==> src/rtl/io_stage_bypass_buffer.sv <==
// io_stage_bypass_buffer
//   Shift buffer of the last DEPTH register writes leaving the IO stage (slot 0 = youngest).
//   Resolves READ_PORTS operand reads against the buffer with per-byte strobe merging and
//   tracks a single outstanding load whose data is filled in later.
// Ports
//   clock_i, reset_i         clock, asynchronous active-high reset
//   flush_i                  invalidate every entry (drops same-cycle push and fill)
//   advance_i                shift buffer by one slot, slot 0 takes the push (or a bubble)
//   push_*_i                 instruction entering slot 0
//   fill_valid_i/fill_data_i returned load data for the pending entry
//   read_address_i           per-port register address
//   regfile_read_data_i      per-port architectural value
//   forward_data_o           per-port merged operand
//   forward_stall_o          per-port: a selected byte is still pending
//   load_pending_o           some valid entry awaits load data
//   protocol_error_o         sticky: a second pending load was pushed
module io_stage_bypass_buffer #(
  parameter int unsigned DATA_WIDTH     = 32,
  parameter int unsigned DEPTH          = 2,
  parameter int unsigned READ_PORTS     = 2,
  parameter int unsigned REG_ADDR_WIDTH = 5
) (
  input  logic                                 clock_i,
  input  logic                                 reset_i,
  input  logic                                 flush_i,
  input  logic                                 advance_i,
  input  logic                                 push_valid_i,
  input  logic [REG_ADDR_WIDTH-1:0]            push_write_register_i,
  input  logic [DATA_WIDTH/8-1:0]              push_write_strobe_i,
  input  logic [DATA_WIDTH-1:0]                push_write_data_i,
  input  logic                                 push_data_valid_i,
  input  logic                                 fill_valid_i,
  input  logic [DATA_WIDTH-1:0]                fill_data_i,
  input  logic [READ_PORTS*REG_ADDR_WIDTH-1:0] read_address_i,
  input  logic [READ_PORTS*DATA_WIDTH-1:0]     regfile_read_data_i,
  output logic [READ_PORTS*DATA_WIDTH-1:0]     forward_data_o,
  output logic [READ_PORTS-1:0]                forward_stall_o,
  output logic                                 load_pending_o,
  output logic                                 protocol_error_o
);

  localparam int unsigned Bytes = DATA_WIDTH / 8;

  logic [DEPTH-1:0]                     valid_q, valid_d;
  logic [DEPTH-1:0]                     dvalid_q, dvalid_d;
  logic [DEPTH-1:0][REG_ADDR_WIDTH-1:0] reg_q, reg_d;
  logic [DEPTH-1:0][Bytes-1:0]          strb_q, strb_d;
  logic [DEPTH-1:0][DATA_WIDTH-1:0]     data_q, data_d;
  logic                                 error_q, error_d;
  logic                                 fill_done;
  logic                                 byte_stall;
  logic [REG_ADDR_WIDTH-1:0]            addr;

  always_comb begin
    valid_d   = valid_q;
    dvalid_d  = dvalid_q;
    reg_d     = reg_q;
    strb_d    = strb_q;
    data_d    = data_q;
    error_d   = error_q;
    fill_done = 1'b0;
    if (flush_i) begin
      valid_d  = '0;
      dvalid_d = '1;
    end else begin
      if (advance_i) begin
        for (int i = DEPTH - 1; i > 0; i--) begin
          valid_d[i]  = valid_q[i-1];
          dvalid_d[i] = dvalid_q[i-1];
          reg_d[i]    = reg_q[i-1];
          strb_d[i]   = strb_q[i-1];
          data_d[i]   = data_q[i-1];
        end
        valid_d[0]  = push_valid_i;
        dvalid_d[0] = push_valid_i ? push_data_valid_i : 1'b1;
        reg_d[0]    = push_write_register_i;
        strb_d[0]   = push_write_strobe_i;
        data_d[0]   = push_write_data_i;
        // Error only if the older pending entry survives the shift.
        if (push_valid_i && !push_data_valid_i) begin
          for (int i = 1; i < DEPTH; i++) begin
            if (valid_d[i] && !dvalid_d[i]) error_d = 1'b1;
          end
        end
      end
      // Fill lands on the post-shift position; oldest pending entry is the outstanding load.
      if (fill_valid_i) begin
        for (int i = DEPTH - 1; i >= 0; i--) begin
          if (!fill_done && valid_d[i] && !dvalid_d[i]) begin
            data_d[i]   = fill_data_i;
            dvalid_d[i] = 1'b1;
            fill_done   = 1'b1;
          end
        end
      end
    end
  end

  always_ff @(posedge clock_i or posedge reset_i) begin
    if (reset_i) begin
      valid_q  <= '0;
      dvalid_q <= '1;
      reg_q    <= '0;
      strb_q   <= '0;
      data_q   <= '0;
      error_q  <= 1'b0;
    end else begin
      valid_q  <= valid_d;
      dvalid_q <= dvalid_d;
      reg_q    <= reg_d;
      strb_q   <= strb_d;
      data_q   <= data_d;
      error_q  <= error_d;
    end
  end

  // Oldest-to-youngest scan so the youngest matching slot wins each byte lane.
  always_comb begin
    forward_data_o  = regfile_read_data_i;
    forward_stall_o = '0;
    byte_stall      = 1'b0;
    addr            = '0;
    for (int p = 0; p < READ_PORTS; p++) begin
      addr = read_address_i[p*REG_ADDR_WIDTH +: REG_ADDR_WIDTH];
      for (int b = 0; b < Bytes; b++) begin
        byte_stall = 1'b0;
        for (int s = DEPTH - 1; s >= 0; s--) begin
          if (valid_q[s] && (reg_q[s] == addr) && strb_q[s][b] && (addr != '0)) begin
            forward_data_o[p*DATA_WIDTH + b*8 +: 8] = data_q[s][b*8 +: 8];
            byte_stall = !dvalid_q[s];
          end
        end
        if (byte_stall) forward_stall_o[p] = 1'b1;
      end
    end
  end

  assign load_pending_o   = |(valid_q & ~dvalid_q);
  assign protocol_error_o = error_q;

endmodule
==> config.mk <==
export PLATFORM = sky130hd
export DESIGN_NAME = io_stage_bypass_buffer
export DESIGN_NICKNAME = d
export VERILOG_FILES = /design/src/rtl/io_stage_bypass_buffer.sv
export SDC_FILE = /design/constraint.sdc
export NUM_CORES = 1
export LEC_CHECK = 0
export ABC_CLOCK_PERIOD_IN_PS = 7100
export BUFFER_PORTS_ARGS = -buffer_cell sky130_fd_sc_hd__buf_4
export CORE_MARGIN = 3
export CORE_UTILIZATION = 53
export DETAILED_ROUTE_END_ITERATION = 8
export GPL_TIMING_DRIVEN = 0
export PLACE_DENSITY = 0.91
export SYNTH_ARGS = -nofsm -noshare
export SYNTH_HDL_FRONTEND = slang
export SYNTH_SLANG_ARGS = --single-unit
==> constraint.sdc <==
create_clock -name clock_i -period 7.1 [get_ports clock_i]
set_input_delay 0.71 -clock clock_i [delete_from_list [all_inputs] [get_ports clock_i]]
set_output_delay 0.71 -clock clock_i [all_outputs]
set_load 0.01 [all_outputs]
==> metrics.cfg <==
[global_routing]
grt_pass1_wl_um=29900
grt.total_usage=0.327
grt_max_degree=46
antenna_found_initial=0
grt_remaining_overflow=0
grt_pass1_vias=5969

[cells_and_area]
antenna_cells=0
nNetsFinal=1023
syn2layout_area_growth_pct=36.8
final_common_cell=buf_4
final_layout_size_suffix_gt1_frac=0.339
final_util=0.759
final_cell_mix=buf_4 (227), nand2_1 (87), dfrtp_1 (85)
fillerInstances=741
multi_input_area_um2=3120
stdcell_count=1005
seqCellArea_um2=2180

[drt]
drcViolationCount=0
wire_per_inst_um=19.4
ant_nets=0
vias=5963
firstDrtPassIters=5
drt_iter0_drc=475
viasPerCell=5.93
wl_um=19500

[min_path]
min_path_type=in2async

[pwr]
peakVddDrop_mv=0.0952
total_power_mw=1.31
p_per_area_nw_per_um2=173
sw_frac_of_total=0.309
clkPwrFrac=0.261
combPwrFrac=0.237
p_int_mw=0.906
seqPwrFrac=0.503
leakagePower_nw=3.72
p_switching_mw=0.405

[timing]
setup_tns_ns=0
whs_ns=0.408
period_needed_ns=3.62
hold_viol_final=0
tightest_slew_ns=0.955
relSlewSlack=0.362
finalCritPeriodShare=0.509
finalSetupViolCount=0
max_freq_mhz=276
fin_skew_ns=0.0114
rsz0062_at_grt=no
slew_viol_final=0

[synth]
netlist_instances=636
ys_seq_area_frac=0.393
synthArstFlopShare=1.00
netlist-cell-type-count=47
netlist_area_um2=5550
yosys_warnings=0
avgSynthCellArea_um2=8.73
synth_edf_count=0
syn-num-nets=790
synthFlopType=dfrtp_1
ys_ff_latch=87

[critical_path]
path_class=reg2out
arrival_ns=2.91
crit_fanout=10
r2r_slack_ns=4.85
worst_setup_path_end_kind=primary output
start_kind=flip-flop
crit_required_ns=6.39

[clocking]
cts-resized-gates=0
clockBufferDepth=2
ctsHoldBuffers=0
cts-buffers-inserted=9
cts.clk_slew.worst_paths_ns=0.09
postCtsSetupBuffers=0
clk-insertion-delay-late_ns=0.35
htree_num_levels=3
cts.sinks=87
root_buffer=clkbuf_8
cts_tree=done

[run_status]
status=complete, no violations

[floorplanning]
initial_utilization=0.555
design.core.area_um2=10000
die_h_um=108
ios=222
die_area_um2=11700
fp-row-count=36
die_w_um=108

[placed_design]
gp_congestion=0.960
placed_cells=991
port_buffers=221
hpwl_um=14900

[flow_run]
drv_cap=0

## cells in the mapped netlist, drive strengths merged, types with 9 or more instances
cell | number | area share
o21ai | 76 | 0.069
nor2 | 61 | 0.043
clkbuf | 21 | 0.014
xnor2 | 11 | 0.017
xor2 | 9 | 0.014
buf | 27 | 0.029
mux2i | 64 | 0.12
nand2 | 90 | 0.062
a22oi | 64 | 0.087
mux2 | 20 | 0.041
dfrtp | 85 | 0.38
a21oi | 60 | 0.054
## routing by layer
| metal | wire length [µm] | track usage |
|---|---|---|
| met1 | 7490 | 0.408 |
| met2 | 9770 | 0.571 |
| met3 | 1680 | 0.0555 |
| met4 | 570 | 0.118 |
| met5 | 0 | 0 |
## stage by stage
step / instance area [µm²] / setup slack [ns]
after floorplan: 5550 / 4.14
after global placement: 7380 / 3.20
after detailed placement: 7410 / 3.55
after CTS: 7590 / 3.52
after global routing: 7590 / 3.34
final: 7590 / 3.48
## flip-flops by register name, indices dropped and copies added, names as in the netlist
signal            flops
data_q               64
reg_q                10
strb_q                8
dvalid_q              2
valid_q               2
protocol_error_o      1
## path summary, 6_finish.rpt
path | cells after the start | start | to
max in group asynchronous | 3 | reset_i | dvalid_q[1]$_DFF_PP1_
worst max-delay path | 7 | reg_q[3]$_DFFE_PP0P_ | forward_data_o[32]
min in group clock_i | 1 | protocol_error_o$_DFFE_PP0P_ | protocol_error_o$_DFFE_PP0P_
worst min-delay path | 2 | reset_i | reg_q[8]$_DFFE_PP0P_
worst max register to register | 8 | valid_q[1]$_DFF_PP0_ | data_q[50]$_DFFE_PP0N_
worst min register to register | 1 | protocol_error_o$_DFFE_PP0P_ | protocol_error_o$_DFFE_PP0P_
## cells by family after synthesis
| kind of cell | synth area share |
|---|---|
| AOI/OAI and AO/OA | 0.227 |
| and+or+nand+nor | 0.148 |
| DFF | 0.393 |
| muxes | 0.156 |
| buffers and inverters | 0.0451 |
| xor gates and xnor gates | 0.0316 |
## power groups by stage
stage / Sequential [mW] / Combinational (mW) / Clock, mW
finish: 0.659 / 0.310 / 0.342
global route: 0.667 / 0.342 / 0.367
CTS: 0.655 / 0.310 / 0.340
detailed placement: 0.664 / 0.308 / 0
global placement: 0.658 / 0.293 / 0
floorplan: 0.636 / 0.165 / 0
## worst max-delay path, cell delays in order, from the launching register on
cell,delay [ns]
dfrtp_1,0.44
xnor2_1,0.20
nand4_1,0.22
nor4b_2,0.87
clkbuf_1,0.45
nand2_1,0.11
o21ai_0,0.10
buf_4,0.15
## area by class of cell
type	count	share of cell area
Tap cell	133	0.0219
Timing Repair Buffer	222	0.222
Clock buffer	10	0.0181
Inverter	3	0.00181
Sequential cell	87	0.287
Multi-Input combinational cell	498	0.411
Buffer	48	0.0315
Clock inverter	4	0.00626
No activity file was read; power rests on OpenSTA's default activity.
